## src/rtl/memory_operand_sequencer_pkg.sv

```systemverilog
// Shared types for the memory operand sequencer:
// FSM states, request-source select and request-type constants.
package mem_seq_pkg;

  typedef enum logic [2:0] {
    S_IDLE,
    S_REQ1,
    S_WAIT1,
    S_REQ2,
    S_WAIT2,
    S_DONE,
    S_STREQ,
    S_STWAIT
  } state_e;

  typedef enum logic [1:0] {
    SEL_NONE,
    SEL_SRC1,
    SEL_SRC2,
    SEL_ST
  } sel_e;

  localparam logic LOAD  = 1'b0;
  localparam logic STORE = 1'b1;

endpackage

```

## src/rtl/memory_operand_sequencer_if.sv

```systemverilog
// Bundle of instruction, operand, store and memory-port signals
// around the memory operand sequencer.
interface memory_operand_sequencer_if #(
  parameter int ADDR_W = 64,
  parameter int DATA_W = 64
);
  logic              instValidIn;
  logic              isMemSrc1In;
  logic              isMemSrc2In;
  logic [ADDR_W-1:0] memAddrSrc1In;
  logic [ADDR_W-1:0] memAddrSrc2In;
  logic [DATA_W-1:0] operand1ValIn;
  logic [DATA_W-1:0] operand2ValIn;
  logic              stallOut;
  logic [DATA_W-1:0] operand1ValOut;
  logic [DATA_W-1:0] operand2ValOut;
  logic              operandsValidOut;
  logic              operandsReadyIn;
  logic              storeValidIn;
  logic [ADDR_W-1:0] storeAddrIn;
  logic [DATA_W-1:0] storeDataIn;
  logic              storeDoneOut;
  logic              memReqValidOut;
  logic              memReqReadyIn;
  logic              memReqWriteOut;
  logic [ADDR_W-1:0] memReqAddrOut;
  logic [DATA_W-1:0] memReqDataOut;
  logic              memRespValidIn;
  logic [DATA_W-1:0] memRespDataIn;

  modport slave (
    input  instValidIn, isMemSrc1In, isMemSrc2In,
    input  memAddrSrc1In, memAddrSrc2In,
    input  operand1ValIn, operand2ValIn,
    output stallOut, operand1ValOut, operand2ValOut,
    output operandsValidOut,
    input  operandsReadyIn,
    input  storeValidIn, storeAddrIn, storeDataIn,
    output storeDoneOut,
    output memReqValidOut, memReqWriteOut,
    output memReqAddrOut, memReqDataOut,
    input  memReqReadyIn,
    input  memRespValidIn, memRespDataIn
  );

  modport master (
    output instValidIn, isMemSrc1In, isMemSrc2In,
    output memAddrSrc1In, memAddrSrc2In,
    output operand1ValIn, operand2ValIn,
    input  stallOut, operand1ValOut, operand2ValOut,
    input  operandsValidOut,
    output operandsReadyIn,
    output storeValidIn, storeAddrIn, storeDataIn,
    input  storeDoneOut,
    input  memReqValidOut, memReqWriteOut,
    input  memReqAddrOut, memReqDataOut,
    output memReqReadyIn,
    output memRespValidIn, memRespDataIn
  );
endinterface

```

## src/rtl/memory_operand_sequencer_mem_port_mux.sv

```systemverilog
// Selects the fields of the single shared memory request:
// src1 load, src2 load or writeback store; all zero when idle.
module mem_port_mux
  import mem_seq_pkg::*;
#(
  parameter int ADDR_W = 64,
  parameter int DATA_W = 64
) (
  input  sel_e              sel_i,
  input  logic [ADDR_W-1:0] addr1_i,
  input  logic [ADDR_W-1:0] addr2_i,
  input  logic [ADDR_W-1:0] st_addr_i,
  input  logic [DATA_W-1:0] st_data_i,
  output logic              valid_o,
  output logic              write_o,
  output logic [ADDR_W-1:0] addr_o,
  output logic [DATA_W-1:0] data_o
);

  always_comb begin
    valid_o = 1'b0;
    write_o = LOAD;
    addr_o  = '0;
    data_o  = '0;
    unique case (sel_i)
      SEL_SRC1: begin
        valid_o = 1'b1;
        addr_o  = addr1_i;
      end
      SEL_SRC2: begin
        valid_o = 1'b1;
        addr_o  = addr2_i;
      end
      SEL_ST: begin
        valid_o = 1'b1;
        write_o = STORE;
        addr_o  = st_addr_i;
        data_o  = st_data_i;
      end
      SEL_NONE: ;
    endcase
  end

endmodule

```

## src/rtl/memory_operand_sequencer.sv

```systemverilog
// Fetches memory operands for one instruction over a shared port,
// interleaving writeback stores, and hands resolved operands to execute.
module memory_operand_sequencer
  import mem_seq_pkg::*;
#(
  parameter int ADDR_W = 64,
  parameter int DATA_W = 64
) (
  input logic clk,
  input logic reset,
  memory_operand_sequencer_if.slave bus
);

  state_e            state_q, state_d;
  state_e            ret_q, ret_d;
  logic [DATA_W-1:0] op1_q, op1_d;
  logic [DATA_W-1:0] op2_q, op2_d;
  logic [ADDR_W-1:0] a1_q, a1_d;
  logic [ADDR_W-1:0] a2_q, a2_d;
  logic              m2_q, m2_d;
  logic              ld_pend_q, ld_pend_d;
  logic              st_done_q, st_done_d;
  sel_e              sel;

  logic              req_valid;
  logic              req_write;
  logic [ADDR_W-1:0] req_addr;
  logic [DATA_W-1:0] req_data;

  mem_port_mux #(
    .ADDR_W (ADDR_W),
    .DATA_W (DATA_W)
  ) u_mux (
    .sel_i     (sel),
    .addr1_i   (a1_q),
    .addr2_i   (a2_q),
    .st_addr_i (bus.storeAddrIn),
    .st_data_i (bus.storeDataIn),
    .valid_o   (req_valid),
    .write_o   (req_write),
    .addr_o    (req_addr),
    .data_o    (req_data)
  );

  always_comb begin
    state_d   = state_q;
    ret_d     = ret_q;
    op1_d     = op1_q;
    op2_d     = op2_q;
    a1_d      = a1_q;
    a2_d      = a2_q;
    m2_d      = m2_q;
    ld_pend_d = ld_pend_q;
    st_done_d = 1'b0;
    sel       = SEL_NONE;
    unique case (state_q)
      S_IDLE: begin
        if (bus.storeValidIn) begin
          ret_d   = S_IDLE;
          state_d = S_STREQ;
        end else if (bus.instValidIn) begin
          op1_d = bus.operand1ValIn;
          op2_d = bus.operand2ValIn;
          a1_d  = bus.memAddrSrc1In;
          a2_d  = bus.memAddrSrc2In;
          m2_d  = bus.isMemSrc2In;
          if (bus.isMemSrc1In)      state_d = S_REQ1;
          else if (bus.isMemSrc2In) state_d = S_REQ2;
          else                      state_d = S_DONE;
        end
      end
      S_REQ1, S_REQ2: begin
        // a load already on the port must stay until accepted
        if (bus.storeValidIn && !ld_pend_q) begin
          ret_d   = state_q;
          state_d = S_STREQ;
        end else begin
          sel = (state_q == S_REQ1) ? SEL_SRC1 : SEL_SRC2;
          if (bus.memReqReadyIn) begin
            ld_pend_d = 1'b0;
            state_d   = (state_q == S_REQ1) ? S_WAIT1 : S_WAIT2;
          end else begin
            ld_pend_d = 1'b1;
          end
        end
      end
      S_WAIT1: begin
        if (bus.memRespValidIn) begin
          op1_d   = bus.memRespDataIn;
          state_d = m2_q ? S_REQ2 : S_DONE;
        end
      end
      S_WAIT2: begin
        if (bus.memRespValidIn) begin
          op2_d   = bus.memRespDataIn;
          state_d = S_DONE;
        end
      end
      S_DONE: begin
        if (bus.operandsReadyIn) state_d = S_IDLE;
      end
      S_STREQ: begin
        sel = SEL_ST;
        if (bus.memReqReadyIn) state_d = S_STWAIT;
      end
      S_STWAIT: begin
        if (bus.memRespValidIn) begin
          st_done_d = 1'b1;
          state_d   = ret_q;
        end
      end
    endcase
  end

  always_ff @(posedge clk) begin
    if (reset) begin
      state_q   <= S_IDLE;
      ret_q     <= S_IDLE;
      op1_q     <= '0;
      op2_q     <= '0;
      a1_q      <= '0;
      a2_q      <= '0;
      m2_q      <= 1'b0;
      ld_pend_q <= 1'b0;
      st_done_q <= 1'b0;
    end else begin
      state_q   <= state_d;
      ret_q     <= ret_d;
      op1_q     <= op1_d;
      op2_q     <= op2_d;
      a1_q      <= a1_d;
      a2_q      <= a2_d;
      m2_q      <= m2_d;
      ld_pend_q <= ld_pend_d;
      st_done_q <= st_done_d;
    end
  end

  assign bus.stallOut         = (state_q != S_IDLE) || bus.storeValidIn;
  assign bus.operandsValidOut = (state_q == S_DONE);
  assign bus.operand1ValOut   = op1_q;
  assign bus.operand2ValOut   = op2_q;
  assign bus.storeDoneOut     = st_done_q;
  assign bus.memReqValidOut   = req_valid;
  assign bus.memReqWriteOut   = req_write;
  assign bus.memReqAddrOut    = req_addr;
  assign bus.memReqDataOut    = req_data;

endmodule
```

## src/flat_wrapper.sv

```systemverilog
// flat-port wrapper written by rule: the top's interface ports become plain ports
module memory_operand_sequencer_flat import mem_seq_pkg::*;
#(
  parameter int ADDR_W = 64,
  parameter int DATA_W = 64
)
  (clk, reset, bus_instValidIn, bus_isMemSrc1In, bus_isMemSrc2In, bus_memAddrSrc1In, bus_memAddrSrc2In, bus_operand1ValIn, bus_operand2ValIn, bus_stallOut, bus_operand1ValOut, bus_operand2ValOut, bus_operandsValidOut, bus_operandsReadyIn, bus_storeValidIn, bus_storeAddrIn, bus_storeDataIn, bus_storeDoneOut, bus_memReqValidOut, bus_memReqWriteOut, bus_memReqAddrOut, bus_memReqDataOut, bus_memReqReadyIn, bus_memRespValidIn, bus_memRespDataIn);
  memory_operand_sequencer_if #(.ADDR_W(ADDR_W), .DATA_W(DATA_W)) bus_i ();
  input logic clk;
  input logic reset;
  input wire logic [$bits(bus_i.instValidIn)-1:0] bus_instValidIn;
  input wire logic [$bits(bus_i.isMemSrc1In)-1:0] bus_isMemSrc1In;
  input wire logic [$bits(bus_i.isMemSrc2In)-1:0] bus_isMemSrc2In;
  input wire logic [$bits(bus_i.memAddrSrc1In)-1:0] bus_memAddrSrc1In;
  input wire logic [$bits(bus_i.memAddrSrc2In)-1:0] bus_memAddrSrc2In;
  input wire logic [$bits(bus_i.operand1ValIn)-1:0] bus_operand1ValIn;
  input wire logic [$bits(bus_i.operand2ValIn)-1:0] bus_operand2ValIn;
  output wire logic [$bits(bus_i.stallOut)-1:0] bus_stallOut;
  output wire logic [$bits(bus_i.operand1ValOut)-1:0] bus_operand1ValOut;
  output wire logic [$bits(bus_i.operand2ValOut)-1:0] bus_operand2ValOut;
  output wire logic [$bits(bus_i.operandsValidOut)-1:0] bus_operandsValidOut;
  input wire logic [$bits(bus_i.operandsReadyIn)-1:0] bus_operandsReadyIn;
  input wire logic [$bits(bus_i.storeValidIn)-1:0] bus_storeValidIn;
  input wire logic [$bits(bus_i.storeAddrIn)-1:0] bus_storeAddrIn;
  input wire logic [$bits(bus_i.storeDataIn)-1:0] bus_storeDataIn;
  output wire logic [$bits(bus_i.storeDoneOut)-1:0] bus_storeDoneOut;
  output wire logic [$bits(bus_i.memReqValidOut)-1:0] bus_memReqValidOut;
  output wire logic [$bits(bus_i.memReqWriteOut)-1:0] bus_memReqWriteOut;
  output wire logic [$bits(bus_i.memReqAddrOut)-1:0] bus_memReqAddrOut;
  output wire logic [$bits(bus_i.memReqDataOut)-1:0] bus_memReqDataOut;
  input wire logic [$bits(bus_i.memReqReadyIn)-1:0] bus_memReqReadyIn;
  input wire logic [$bits(bus_i.memRespValidIn)-1:0] bus_memRespValidIn;
  input wire logic [$bits(bus_i.memRespDataIn)-1:0] bus_memRespDataIn;
  assign bus_i.instValidIn = bus_instValidIn;
  assign bus_i.isMemSrc1In = bus_isMemSrc1In;
  assign bus_i.isMemSrc2In = bus_isMemSrc2In;
  assign bus_i.memAddrSrc1In = bus_memAddrSrc1In;
  assign bus_i.memAddrSrc2In = bus_memAddrSrc2In;
  assign bus_i.operand1ValIn = bus_operand1ValIn;
  assign bus_i.operand2ValIn = bus_operand2ValIn;
  assign bus_stallOut = bus_i.stallOut;
  assign bus_operand1ValOut = bus_i.operand1ValOut;
  assign bus_operand2ValOut = bus_i.operand2ValOut;
  assign bus_operandsValidOut = bus_i.operandsValidOut;
  assign bus_i.operandsReadyIn = bus_operandsReadyIn;
  assign bus_i.storeValidIn = bus_storeValidIn;
  assign bus_i.storeAddrIn = bus_storeAddrIn;
  assign bus_i.storeDataIn = bus_storeDataIn;
  assign bus_storeDoneOut = bus_i.storeDoneOut;
  assign bus_memReqValidOut = bus_i.memReqValidOut;
  assign bus_memReqWriteOut = bus_i.memReqWriteOut;
  assign bus_memReqAddrOut = bus_i.memReqAddrOut;
  assign bus_memReqDataOut = bus_i.memReqDataOut;
  assign bus_i.memReqReadyIn = bus_memReqReadyIn;
  assign bus_i.memRespValidIn = bus_memRespValidIn;
  assign bus_i.memRespDataIn = bus_memRespDataIn;
  memory_operand_sequencer #(.ADDR_W(ADDR_W), .DATA_W(DATA_W)) u_core (.clk(clk), .reset(reset), .bus(bus_i));
endmodule
```

## config.mk

```make
export PLATFORM = sky130hd
export DESIGN_NAME = memory_operand_sequencer_flat
export DESIGN_NICKNAME = d
export VERILOG_FILES = /design/src/rtl/memory_operand_sequencer_pkg.sv /design/src/rtl/memory_operand_sequencer_if.sv /design/src/rtl/memory_operand_sequencer_mem_port_mux.sv /design/src/rtl/memory_operand_sequencer.sv /design/src/flat_wrapper.sv
export SDC_FILE = /design/constraint.sdc
export NUM_CORES = 1
export LEC_CHECK = 0
export ABC_AREA = 1
export ABC_CLOCK_PERIOD_IN_PS = 1660
export CAP_MARGIN = 20
export CORE_AREA = 2 2 281 283
export DETAILED_ROUTE_END_ITERATION = 16
export DIE_AREA = 0 0 283 285
export GPL_TIMING_DRIVEN = 0
export SYNTH_ARGS = -nofsm -noshare
export SYNTH_HDL_FRONTEND = slang
export SYNTH_SLANG_ARGS = --single-unit
```

## constraint.sdc

```tcl
create_clock -name clk -period 1.66 [get_ports clk]
set_clock_uncertainty 0.05 [all_clocks]
set_input_delay 0.332 -clock clk [delete_from_list [all_inputs] [get_ports clk]]
set_output_delay 0.332 -clock clk [all_outputs]
set_load 0.1 [all_outputs]
```

Yosys cells after proc, flatten, opt, wreduce, memory -nomap -nowiden
Cells that the tools add are included.
{"block": "classes", "mux": 33, "n_bitwise": 3, "reduce_logical": 17, "eq_ne": 21}
{"cell": "64-bit 2-to-1 mux", "count": 6}
{"cell": "64-bit case mux with 2 select lines", "count": 2}
{"cell": "64-bit case mux with 3 select lines", "count": 1}
{"cell": "3-bit 2-to-1 mux", "count": 15}
{"cell": "3-bit case mux with 7 select lines", "count": 1}
{"cell": "2-bit inequality test, second input constant", "count": 7}
{"cell": "3-bit equality test, second input constant", "count": 4}
{"cell": "4-bit AND reduction", "count": 2}
{"cell": "7-bit AND reduction", "count": 1}
{"cell": "3-bit by 2-bit equality test with 1-bit output, second input constant", "count": 2}
{"cell": "3-bit case mux with 2 select lines", "count": 1}
{"cell": "3-bit AND reduction", "count": 2}
{"cell": "2-bit nonzero test", "count": 3}
{"cell": "2-bit equality test, second input constant", "count": 2}
{"cell": "1-bit 2-to-1 mux", "count": 4}
{"cell": "2-bit 2-to-1 mux", "count": 2}
{"cell": "2-bit by 1-bit inequality test with 1-bit output, second input constant", "count": 2}
{"cell": "2-bit case mux with 2 select lines", "count": 1}
{"cell": "2-bit OR reduction", "count": 2}
{"cell": "3-bit by 1-bit equality test with 1-bit output, second input constant", "count": 1}
{"cell": "3-bit zero test", "count": 1}
{"cell": "3-bit by 2-bit inequality test with 1-bit output, second input constant", "count": 1}
{"cell": "3-bit inequality test, second input constant", "count": 1}
{"cell": "1-bit NOT", "count": 3}
{"cell": "other kinds (7)", "count": 7}
{"block": "word_totals", "elab_cells": 83, "register_bits": 265, "output_inout_bits": 261, "input_bits": 457}

Logic depth before layout (Yosys ltp)
Gate-level depths: netlist of the first run.
{"block": "depth", "depth_word": 7, "depth_mapped": 11, "ltp_nobuf": 10}

By module
Synthesis of the first run repeated with hierarchy kept, for this count alone.
{"block": "unflattened", "hier_cells": 2252, "area_unflattened_um2": 13799.5}
{"module": "memory_operand_sequencer", "seq_area_each_um2": 5305.1, "instances": 1, "area_per_inst_um2": 11743.8, "cells_each": 1814}
{"module": "mem_port_mux", "seq_area_each_um2": 0.0, "instances": 1, "area_per_inst_um2": 2055.7, "cells_each": 438}

Worst setup path before layout of the first run
Ideal clock, no wire load.
{"block": "synth_path", "kind": "register to output", "from": "reg u_core.state_q[2]", "to": "out bus_operandsValidOut", "t_required_ps": 1278, "slack_ps": -1457, "path_stages_with_launch": 5, "path_buffers": 2, "arrival_ps": 2735, "cell_sequence": "dfxtp_1 buf_2 inv_2 buf_2 nor3_1"}
{"block": "synth_between", "elab_chain_cells": 1}
{"element": "from (decl)", "line": "memory_operand_sequencer.sv:14", "text": "state_e state_q, state_d;"}
{"element": "from (signal assigned)", "line": "memory_operand_sequencer.sv:127", "text": "state_q <= state_d;"}
{"element": "3-bit equality test", "line": "memory_operand_sequencer.sv:140", "text": "assign bus.operandsValidOut = (state_q == S_DONE);"}
{"element": "to (decl)", "line": "flat_wrapper.sv:21", "text": "output wire logic [$bits(bus_i.operandsValidOut)-1:0] bus_operandsValidOut;"}
Every way passes these cells.

Worst setup path in the final report of the first run
{"block": "layout_path", "from": "reg u_core.state_q[0]", "to": "out bus_memReqAddrOut[25]"}
{"block": "layout_between", "elab_chain_cells": 6, "elab_cells_between_ends": 11, "classes_between": "6 x eq/ne; 4 x mux; 1 x reduce/logical"}
{"element": "3-bit by 1-bit equality test with 1-bit output", "line": "memory_operand_sequencer.sv:56, memory_operand_sequencer.sv:78"}
{"element": "2-bit 2-to-1 mux", "line": "memory_operand_sequencer.sv:78", "text": "sel = (state_q == S_REQ1) ? SEL_SRC1 : SEL_SRC2;"}
{"element": "2-bit 2-to-1 mux", "line": "memory_operand_sequencer.sv:74", "text": "if (bus.storeValidIn && !ld_pend_q) begin"}
{"element": "2-bit case mux with 2 select lines *", "line": "memory_operand_sequencer.sv:56", "text": "unique case (state_q)"}
{"element": "2-bit equality test / 2-bit by 1-bit equality test with 1-bit output (equally long branches)", "line": "memory_operand_sequencer_mem_port_mux.sv:25", "text": "unique case (sel_i)"}
{"element": "64-bit case mux with 3 select lines *", "line": "memory_operand_sequencer_mem_port_mux.sv:25"}
{"element": "to (decl)", "line": "flat_wrapper.sv:29", "text": "output wire logic [$bits(bus_i.memReqAddrOut)-1:0] bus_memReqAddrOut;"}
Every way passes the cells marked *; elsewhere a longest branch is shown, timed or not.

==> results of run 1 <==
## area by class of cell
cell class              instances  area share (%)
diodes                          3          0.0282
plain buffers                 149            4.45
clock buffers                  47            3.65
clock inverters                14           0.663
inverters                     152            2.31
multi-input cells            1425            29.5
flip-flops and latches        265            20.0
well taps                    1050            4.93
repair buffers                785            34.5
repair inverters                1          0.0423
## path summary, 6_finish.rpt
check	start	end	slack, ns	cells after the start
hold reg to reg	u_core.ret_q[2]$_SDFFE_PP0P_	u_core.ret_q[2]$_SDFFE_PP0P_	0.40	2
setup reg to reg	u_core.state_q[2]$_SDFFE_PP0P_	u_core.a2_q[36]$_SDFFE_PP0P_	-0.59	12
hold / removal	reset	u_core.ld_pend_q$_SDFFE_PP0P_	0.23	2
setup / recovery	u_core.state_q[0]$_SDFFE_PP0P_	bus_memReqAddrOut[25]	-0.87	11
## cells in the final DEF (no fill, tap or decap), types with 3 or more instances in the layout
cell type	count
inv_6	4
clkbuf_2	9
inv_1	143
a31oi_1	64
o21ai_1	147
diode_2	3
buf_8	11
nand2_2	27
buf_4	170
clkinv_2	6
nand4_1	6
nor2_4	67
o21ai_2	10
clkbuf_8	9
nand3_1	9
nand3_4	64
clkinv_8	3
a22oi_2	5
nand2_8	4
clkbuf_1	38
clkbuf_4	9
buf_6	20
buf_12	155
bufinv_16	3
o21ai_0	232
buf_16	9
buf_2	45
nand2_1	288
dfxtp_1	261
nand2_4	23
clkdlybuf4s50_1	461
dfxtp_2	3
nor2_1	468
clkbuf_16	42
## worst max-delay path: cells and delay by family, from the launching register on
family | cells | cell delay (ns)
buffers and inverters | 6 | 0.75
and+or+nand+nor | 4 | 0.25
AOI/OAI and AO/OA | 1 | 0.25
DFF | 1 | 0.33
## metal layers
layer | GRT usage [%] | part of all wire [%] | wire length [µm]
met2 | 32.5 | 51 | 38000
met3 | 4.74 | 7.6 | 5680
met4 | 5.66 | 3.0 | 2290
met5 | 0 | 0.031 | 23
met1 | 20.6 | 39 | 29100
## sequential cells by signal (all words and copies together), names as in the netlist
name and flops:
u_core.bus.operand1ValOut 64, u_core.ret_q 3, u_core.m2_q 1, u_core.bus.storeDoneOut 1, u_core.state_q 3, u_core.a1_q 64, u_core.bus.operand2ValOut 64, u_core.ld_pend_q 1
u_core.a2_q 64
## where the power goes
part | leakage (nW) | switching, mW | internal, mW
clock | 0.560 | 3.13 | 4.59
combinational | 8.77 | 22.2 | 9.16
sequential | 2.18 | 1.24 | 8.40
## timing repair
item / 4_1_cts / 5_1_grt
endpoints found under the hold margin: 0 / 0
cloned: 9 / 3
setup endpoints to repair: 523 / 402
pin swaps: 11 / 15
gates resized for setup: 2126 / 61
buffers inserted: 35 / 18
hold buffers: 0 / 0
## cell families (layout without fill, tap and decap cells)
logic type,count (synthesis),after routing,synth area share [%]
buffers and inverters,306,1148,10.1
DFF,265,265,41.6
AOI/OAI and AO/OA,464,464,19.0
and+or+nand+nor,960,961,29.3
other,0,3,0
==> metrics.cfg, run 1 <==
[status]
status = finished, violations left
violations = setup timing

[sta]
tns_ns = -206.37
max_freq_mhz = 395
fin_ws_ns = -0.873
rsz0062_at_grt = true
relSlewSlack_pct = 37.4
setup_viol = 401
slew_viol_final = 0
max_slew.worst_pin.slew_ns = 0.939
fin_crit_ns = 2.53
whs_ns = 0.233
hold_violations = 0
min_period_over_period_pct = 153

[floorplanning]
die_height_um = 285
ios = 718
design.core.area_um2 = 78000
initial_core_util_pct = 16.4
rows = 103
die-area_um2 = 80700
dieWidth_um = 283

[hold_path]
min_path_type = in -> reg

[finish]
final_util_pct = 34.1
post-route-cell-area_um2 = 26600
fill_cells = 8233
fin_cells = 3891
nets = 3270
area_growth_pct = 109
layout-drive-gt1-share_pct = 25.2
ff_latch_area_um2 = 5310
multi_input_area_um2 = 7850

[placed_design]
dp_cells = 3769
pre_cts_ws_ns = -2.27
portBuffers = 717
placed_area_um2 = 23000
dpl.hpwl_um = 59000
gpl.final_weighted_congestion = 0.942

[routing]
routed-via-count = 16300
drtPass1Iterations = 5
wirelength_um = 75100
antenna_left = 0
avgRoutedWirePerCell_um = 19.3
drt-initial-drc-count = 642
drc_errors = 0
vias_per_cell = 4.20

[synthesis]
ys_types = 23
yosys.area.top_type = dfxtp_1
synth_edf_count = 0
yosysSeqAreaShare_pct = 41.6
syn-cell-area_um2 = 12800
synth-seq-cells = 265
syn_nets = 2452
yosysMostFrequentCell = nor2_1
synth_ff_type = dfxtp_1
syn_inst = 1995
synth.area.top_cells = dfxtp_1, nor2_1, nand2_1, o21ai_0, o21ai_1
yosys_warnings = 0
synth_common_cells = nor2_1, nand2_1, dfxtp_1
synthArstFlopShare_pct = 0
synth.top_cell.area_share_pct = 41.6
postSynthAreaPerCell_um2 = 6.39

[power]
p_per_area_nw_per_um2 = 1830
peakVddDrop_mv = 1.30
power_leakage_nw = 11.5
fin_total_pwr_mw = 48.8

[clock_tree]
cts_sinks = 265
clk_latency_ns = 0.55
path_clk_slew_ns = 0.07
cts_tree = built
cts_buffer_depth = 3
cts_buffers = 34
htreeDepth = 2
cts_root_buf = clkbuf_16

[critical_path]
path_max_fanout = 7
critPathLaunchType = flip-flop
critPathMaxStageDelay_ns = 0.33
slowest_stage = dfxtp_2
worstPathCellList = buf_6 -> nand2_4 -> inv_4 -> nand2_4 -> nor2_4 -> buf_12 -> buf_8 -> buf_6 -> a22oi_2 -> nand2_8 -> buf_12
end_kind = output pin
cp_data_arrival_time_ns = 2.15
worstSetupPathType = reg -> out
critical_path_required_ns = 1.28

[grt]
grt_pass1_wl_um = 109000
antenna_found_initial = 8
grt_max_degree = 15
grt_usage_pct = 18.0
overflow = 0
grt_pass1_vias = 16600

[job]
drv_cap = 0

No activity file was read; power rests on OpenSTA's default activity.
==> run 2: changes to the inputs <==
--- a/config.mk
+++ b/config.mk
@@ -12,6 +12,7 @@
 export DETAILED_ROUTE_END_ITERATION = 16
 export DIE_AREA = 0 0 283 285
 export GPL_TIMING_DRIVEN = 0
+export SETUP_SLACK_MARGIN = 0.2
 export SYNTH_ARGS = -nofsm -noshare
 export SYNTH_HDL_FRONTEND = slang
 export SYNTH_SLANG_ARGS = --single-unit
==> run 2 against run 1 <==
Compared with the run above:
- the flow still finishes with violations (setup timing)
- first-iteration DRC count grew 16%
- final cell count is essentially flat
- hold slack gained 0.12 ns
- worst setup slack gained 0.054 ns
- via count grew 0.91%
- sequential power grew 12%
- routed wire length grew 1.9%
- register-to-register slack gained 0.07 ns
- critical path type unchanged
- largest cell class unchanged
==> metrics.cfg, run 2 (synthesis gave the netlist of run 1 again) <==
[status]
status = finished, violations left
violations = setup timing

[finish]
post-route-cell-area_um2 = 28900  ; +8.7%
fin_cells = 3889  ; -0.051%
layout_commonest_cell = clkdlybuf4s50_1
fill_cells = 7847  ; -4.7%
final_util_pct = 37.1  ; +3.0 points
nets = 3274  ; +0.12%
ff_latch_area_um2 = 5520  ; +3.8%
layout-drive-gt1-share_pct = 32.3  ; +7.2 points
area_growth_pct = 127
multi_input_area_um2 = 8240  ; +5.1%
layout_common_cells = clkdlybuf4s50_1, nor2_1, buf_12

[grt]
grt_pass1_vias = 15900  ; -3.9%
grt_usage_pct = 17.2  ; -0.82 points
grt_pass1_wl_um = 104000  ; -4.7%
grt_max_degree = 12  ; -3
grt_busiest_layer = met2
overflow = 0  ; unchanged
antenna_found_initial = 7  ; -1
use_met2_pct = 30.7  ; -1.9 points
grt_util_met1_pct = 19.5  ; -1.1 points
gr-usage-met3_pct = 4.64  ; -0.096 points

[hold_path]
min_path_type = in -> reg

[power]
power.switching_mw = 27.5  ; +3.4%
fin_total_pwr_mw = 53.4  ; +9.6%
internal_power_mw = 25.9  ; +17%
clkPwrFrac_pct = 13.6  ; -2.2 points
peakVddDrop_mv = 1.21  ; -6.7%
seq_power_share_pct = 20.1  ; +0.3 points
p_sw_share_pct = 51.5  ; -3.1 points
power_leakage_nw = 12.1  ; +5.5%
combPwrFrac_pct = 66.3  ; +1.9 points
p_per_area_nw_per_um2 = 1850  ; +0.82%

[sta]
hold_violations = 0  ; unchanged
max_freq_mhz = 403  ; +2.2%
setup_viol = 395  ; -1.5%
max_slew.worst_pin.slew_ns = 0.866  ; -0.0733 ns
fin_crit_ns = 2.48  ; -0.0536 ns
tns_ns = -161.49  ; +44.88 ns
slew_viol_final = 0  ; unchanged
rsz0062_at_grt = true
relSlewSlack_pct = 42.3  ; +4.9 points
fin_ws_ns = -0.819  ; +0.0536 ns
min_period_over_period_pct = 149  ; -3.2 points

[critical_path]
critical_path_required_ns = 1.28  ; about the same
path_delay_family = buffers and inverters
worstPathCellList = buf_8 -> nand2_4 -> inv_4 -> nand2_4 -> nor2_4 -> buf_12 -> buf_12 -> buf_6 -> a22oi_2 -> nand2_8 -> buf_12
end_kind = output pin
path_max_fanout = 6  ; -1
critPathMaxStageDelay_ns = 0.33  ; about the same
cp_data_arrival_time_ns = 2.10  ; -0.05 ns
worstSetupPathType = reg -> out
crit_buf_inv = 6  ; unchanged
slowest_stage = dfxtp_2
cpMostUsedCell = buf_12
critPathLaunchType = flip-flop

[placed_design]
gpl.final_weighted_congestion = 0.931  ; -1.1%
placed_area_um2 = 23000  ; unchanged
dp_cells = 3765  ; -0.11%
dpl.hpwl_um = 58200  ; -1.3%
portBuffers = 717  ; unchanged

[floorplanning]
dieWidth_um = 283  ; unchanged
die-area_um2 = 80700  ; unchanged
initial_core_util_pct = 16.4  ; unchanged
die_height_um = 285  ; unchanged
rows = 103  ; unchanged
design.core.area_um2 = 78000  ; unchanged
ios = 718  ; unchanged

[routing]
drc_errors = 0  ; unchanged
antenna_left = 0  ; unchanged
drtPass1Iterations = 5  ; unchanged
routed-via-count = 16500  ; +0.91%
drt-initial-drc-count = 745  ; +16%
vias_per_cell = 4.24  ; +0.96%
avgRoutedWirePerCell_um = 19.7  ; +1.9%
wirelength_um = 76500  ; +1.9%

[clock_tree]
path_clk_slew_ns = 0.06  ; about the same
cts_sinks = 265  ; unchanged
cts_buffer_depth = 3  ; unchanged
clk_latency_ns = 0.52  ; -0.03 ns
cts_root_buf = clkbuf_16
htreeDepth = 2  ; unchanged
cts_hold_buf = 0  ; unchanged
cts_buffers = 34  ; unchanged
cts_tree = built

[job]
drv_cap = 0  ; unchanged

run 2: cell count changes in the layout (fill, tap and decap cells not counted), sizes merged, moves of 2 or more:
cell / delta
inv: -2
clkinvlp: +3
clkdlybuf4s50: -4
clkbuf: +4
buf: +9
clkinv: -6
bufinv: -2
run 2: metal layers:
layer / share of wire, % / wire length [µm] / vias up
li1: - / - / 8043
met4: 4.2 / 3240 / 8
met2: 50 / 38600 / 670
met3: 7.1 / 5460 / 146
met5: 0.074 / 57 / -
met1: 38 / 29200 / 7622
run 2: power by group through the flow:
stage                     logic, mW  clock network (mW)  registers (mW)
after CTS                      29.5                7.45            9.55
after detailed placement       28.4                   0            9.63
after global routing           37.0                7.74            11.0
after floorplan                10.4                   0            19.4
after global placement         28.3                   0            9.58
final                          35.4                7.27            10.8
run 2: path summary, 6_finish.rpt:
path / from / end / slack, ns / cells past startpoint
worst max-delay path: u_core.state_q[0]$_SDFFE_PP0P_ / bus_memReqAddrOut[29] / -0.82 / 11
worst min register to register: u_core.ret_q[2]$_SDFFE_PP0P_ / u_core.ret_q[2]$_SDFFE_PP0P_ / 0.41 / 2
worst min-delay path: bus_memAddrSrc2In[5] / u_core.a2_q[5]$_SDFFE_PP0P_ / 0.36 / 3
worst max register to register: u_core.state_q[2]$_SDFFE_PP0P_ / u_core.bus.operand2ValOut[33]$_SDFFE_PP0P_ / -0.52 / 15
run 2: per-stage QoR:
step           hold WS [ns]  worst slack (ns)
2_1_floorplan         0.354            -0.536
3_3_place_gp          0.384             -2.25
3_5_place_dp          0.394             -2.26
4_1_cts               0.324            -0.903
5_1_grt               0.352            -0.922
6_report              0.356            -0.819
run 2: what timing repair did:
item | 4_1_cts | 5_1_grt
cloned | 1 | 16
buffers inserted | 14 | 36
hold endpoints to repair | 0 | 0
pin swaps | 4 | 35
endpoints found under the setup margin | 523 | 523
gates resized for setup | 1063 | 1739
run 2: final cells by class:
type / instances / share of cell area [%]
clock inverter: 6 / 0.221
buffer: 154 / 5.02
clock buffer: 50 / 3.39
antenna: 2 / 0.0173
multi-input combinational: 1424 / 28.5
timing repair buffer: 784 / 37.0
inverter: 152 / 2.16
tap: 1050 / 4.54
sequential: 265 / 19.1
timing repair inverter: 2 / 0.0562
run 2: worst min-delay path: cells and delay by family:
kind | cells | cell delay, ns
compound gates | 1 | 0.13
buf+inv | 1 | 0.40
simple gates | 1 | 0.04
==> run 3: changes to the inputs <==
--- a/config.mk
+++ b/config.mk
@@ -6,9 +6,10 @@
 export NUM_CORES = 1
 export LEC_CHECK = 0
 export ABC_AREA = 1
-export ABC_CLOCK_PERIOD_IN_PS = 1660
+export ABC_CLOCK_PERIOD_IN_PS = 2200
 export CAP_MARGIN = 20
 export CORE_AREA = 2 2 281 283
+export CTS_CLUSTER_DIAMETER = 200
 export DETAILED_ROUTE_END_ITERATION = 16
 export DIE_AREA = 0 0 283 285
 export GPL_TIMING_DRIVEN = 0
==> constraint.sdc (replaced) <==
create_clock -name clk -period 2.2 [get_ports clk]
set_clock_uncertainty 0.05 [all_clocks]
set_input_delay 0.44 -clock clk [delete_from_list [all_inputs] [get_ports clk]]
set_output_delay 0.44 -clock clk [all_outputs]
set_load 0.1 [all_outputs]
==> run 3 against run 2 <==
Compared with the run above:
- the flow still finishes with violations (setup timing)
- critical endpoint is now bus_memReqAddrOut[25]
- count of clock-buffer cells in the layout decreased by 3
- flip-flop and latch count unchanged
- power decreased by 34%
==> metrics.cfg, run 3 (synthesis gave the netlist of run 1 again) <==
[routing]
drc_errors = 0  ; unchanged
drtPass1Iterations = 5  ; unchanged
antenna_left = 0  ; unchanged
drt-initial-drc-count = 740  ; -0.67%
avgRoutedWirePerCell_um = 20.0  ; +1.7%
wirelength_um = 77300  ; +1.0%
routed-via-count = 16200  ; -1.6%
vias_per_cell = 4.20  ; -0.97%

[power]
internal_power_mw = 15.5  ; -40%
seq_power_share_pct = 20.5  ; +0.4 points
power.switching_mw = 19.8  ; -28%
peakVddDrop_mv = 0.878  ; -28%
fin_total_pwr_mw = 35.3  ; -34%
power_leakage_nw = 11.1  ; -8.5%
clkPwrFrac_pct = 16.9  ; +3.3 points
combPwrFrac_pct = 62.6  ; -3.7 points
p_sw_share_pct = 56.1  ; +4.6 points
p_per_area_nw_per_um2 = 1380  ; -25%

[sta]
fin_ws_ns = -0.401  ; +0.418 ns
max_slew.worst_pin.slew_ns = 0.803  ; -0.0624 ns
max_freq_mhz = 384
rsz0062_at_grt = true
min_period_over_period_pct = 118
whs_ns = 0.397  ; +0.0409 ns
slew_viol_final = 0  ; unchanged
hold_violations = 0  ; unchanged
relSlewSlack_pct = 46.5  ; +4.2 points
setup_viol = 131  ; -67%
fin_crit_ns = 2.60

[critical_path]
end_kind = output pin
slowest_stage = dfxtp_2
critical_path_required_ns = 1.71  ; +0.43 ns
crit_buf_inv = 6  ; unchanged
path_max_fanout = 5  ; -1
critPathMaxStageDelay_ns = 0.32  ; about the same
worstSetupPathType = reg -> out
cpMostUsedCell = buf_4
cp_data_arrival_time_ns = 2.11  ; about the same
worstPathCellList = buf_6 -> buf_4 -> nand3_4 -> inv_8 -> clkbuf_16 -> buf_4 -> a22oi_2 -> nand2_4 -> buf_12
critPathLaunchType = flip-flop
path_delay_family = buffers and inverters

[finish]
layout_commonest_cell = nor2_1
final_util_pct = 32.9  ; -4.3 points
layout-drive-gt1-share_pct = 24.9  ; -7.4 points
area_growth_pct = 101
nets = 3242  ; -0.98%
layout_common_cells = nor2_1, clkdlybuf4s50_1, nand2_1

[placed_design]
pre_cts_ws_ns = -1.87  ; +0.399 ns
portBuffers = 717  ; unchanged
dpl.hpwl_um = 61600  ; +5.8%
gpl.final_weighted_congestion = 0.927  ; -0.45%

[floorplanning]
dieWidth_um = 283  ; unchanged
rows = 103  ; unchanged
initial_core_util_pct = 16.4  ; unchanged
die_height_um = 285  ; unchanged
die-area_um2 = 80700  ; unchanged
ios = 718  ; unchanged
design.core.area_um2 = 78000  ; unchanged

[clock_tree]
clk_latency_ns = 0.54  ; +0.02 ns
cts_buffer_depth = 3  ; unchanged
htreeDepth = 2  ; unchanged
cts_sinks = 265  ; unchanged
cts_hold_buf = 0  ; unchanged
path_clk_slew_ns = 0.06  ; about the same
cts_tree = built
cts_root_buf = clkbuf_16
cts_buffers = 34  ; unchanged

[status]
violations = setup timing
status = finished, violations left

[hold_path]
min_path_type = reg -> reg

[grt]
grt_usage_pct = 18.2  ; +1.0 points
antenna_found_initial = 9  ; +2
grt_pass1_wl_um = 109000  ; +4.9%
grt_max_degree = 13  ; +1
grt_pass1_vias = 16000  ; +0.77%
overflow = 0  ; unchanged

[job]
drv_cap = 0  ; unchanged

-- run 3: changes by cell type in the layout (fill, tap and decap cells not counted), moves of 13 or more --
cell,change
nor2_1,+13
o21ai_4,-20
dfxtp_1,+123
dfxtp_2,-103
nand2_1,+33
nand2_2,-19
o21ai_1,+20
clkbuf_4,+19
buf_6,-17
buf_12,-160
dfxtp_4,-20
clkbuf_2,+133
-- run 3: metrics by stage --
| step | TNS (ns) | area (µm²) | cells |
|---|---|---|---|
| 6_report | -37.86 | 25600 | 3865 |
| 5_1_grt | -52.75 | 25600 | 3862 |
| 3_5_place_dp | -363.32 | 22700 | 3767 |
| 4_1_cts | -117.16 | 25000 | 3838 |
| 3_3_place_gp | -358.02 | 22600 | 3762 |
| 2_1_floorplan | -0.170 | 14100 | 1995 |
-- run 3: cell type report --
type                    instances  area [µm²]
fillers                      8324       52400
repair buffers                753        8260
multi-input cells            1424        7740
flip-flops and latches        265        5310
well taps                    1050        1310
plain buffers                 154        1180
clock buffers                  47         981
inverters                     152         607
clock inverters                14         198
diodes                          5        12.5
repair inverters                1        7.51
-- run 3: final timing paths --
| kind | depth (start not counted) | endpoint | from | slack, ns |
|---|---|---|---|---|
| setup / recovery | 9 | bus_memReqAddrOut[25] | u_core.state_q[2]$_SDFFE_PP0P_ | -0.40 |
| hold / removal | 2 | u_core.ret_q[2]$_SDFFE_PP0P_ | u_core.ret_q[2]$_SDFFE_PP0P_ | 0.40 |
| setup reg to reg | 9 | u_core.a2_q[14]$_SDFFE_PP0P_ | u_core.state_q[0]$_SDFFE_PP0P_ | 0.12 |
| hold reg to reg | 2 | u_core.ret_q[2]$_SDFFE_PP0P_ | u_core.ret_q[2]$_SDFFE_PP0P_ | 0.40 |
-- run 3: layer usage --
layer | GRT usage [%] | share of wire [%] | up-vias
met2 | 31.8 | 49 | 654
li1 | - | - | 7981
met5 | 0 | 0.074 | -
met1 | 21.2 | 39 | 7454
met4 | 6.32 | 3.8 | 10
met3 | 5.34 | 8.1 | 129
-- run 3: timing repair --
| action | 4_1_cts | 5_1_grt |
|---|---|---|
| endpoints found under the hold margin | 0 | 0 |
| setup buffers | 9 | 16 |
| gates cloned | 2 | 6 |
| resized for setup | 1111 | 624 |
| setup endpoints to repair | 516 | 520 |
| pin swaps | 3 | 10 |
-- run 3: worst min-delay path, delay by kind of cell, from the launching register on --
kind | cells | cell delay [ns]
flip-flops | 1 | 0.30
buffers and inverters | 1 | 0.06
AND/OR/NAND/NOR | 1 | 0.05
-- run 3: power groups by stage --
stage / Combinational, mW / Sequential, mW / Clock, mW
floorplan: 7.54 / 14.6 / 0
global placement: 21.2 / 7.22 / 0
detailed placement: 21.3 / 7.25 / 0
CTS: 22.2 / 7.20 / 6.13
global route: 23.1 / 7.40 / 6.34
finish: 22.1 / 7.23 / 5.98
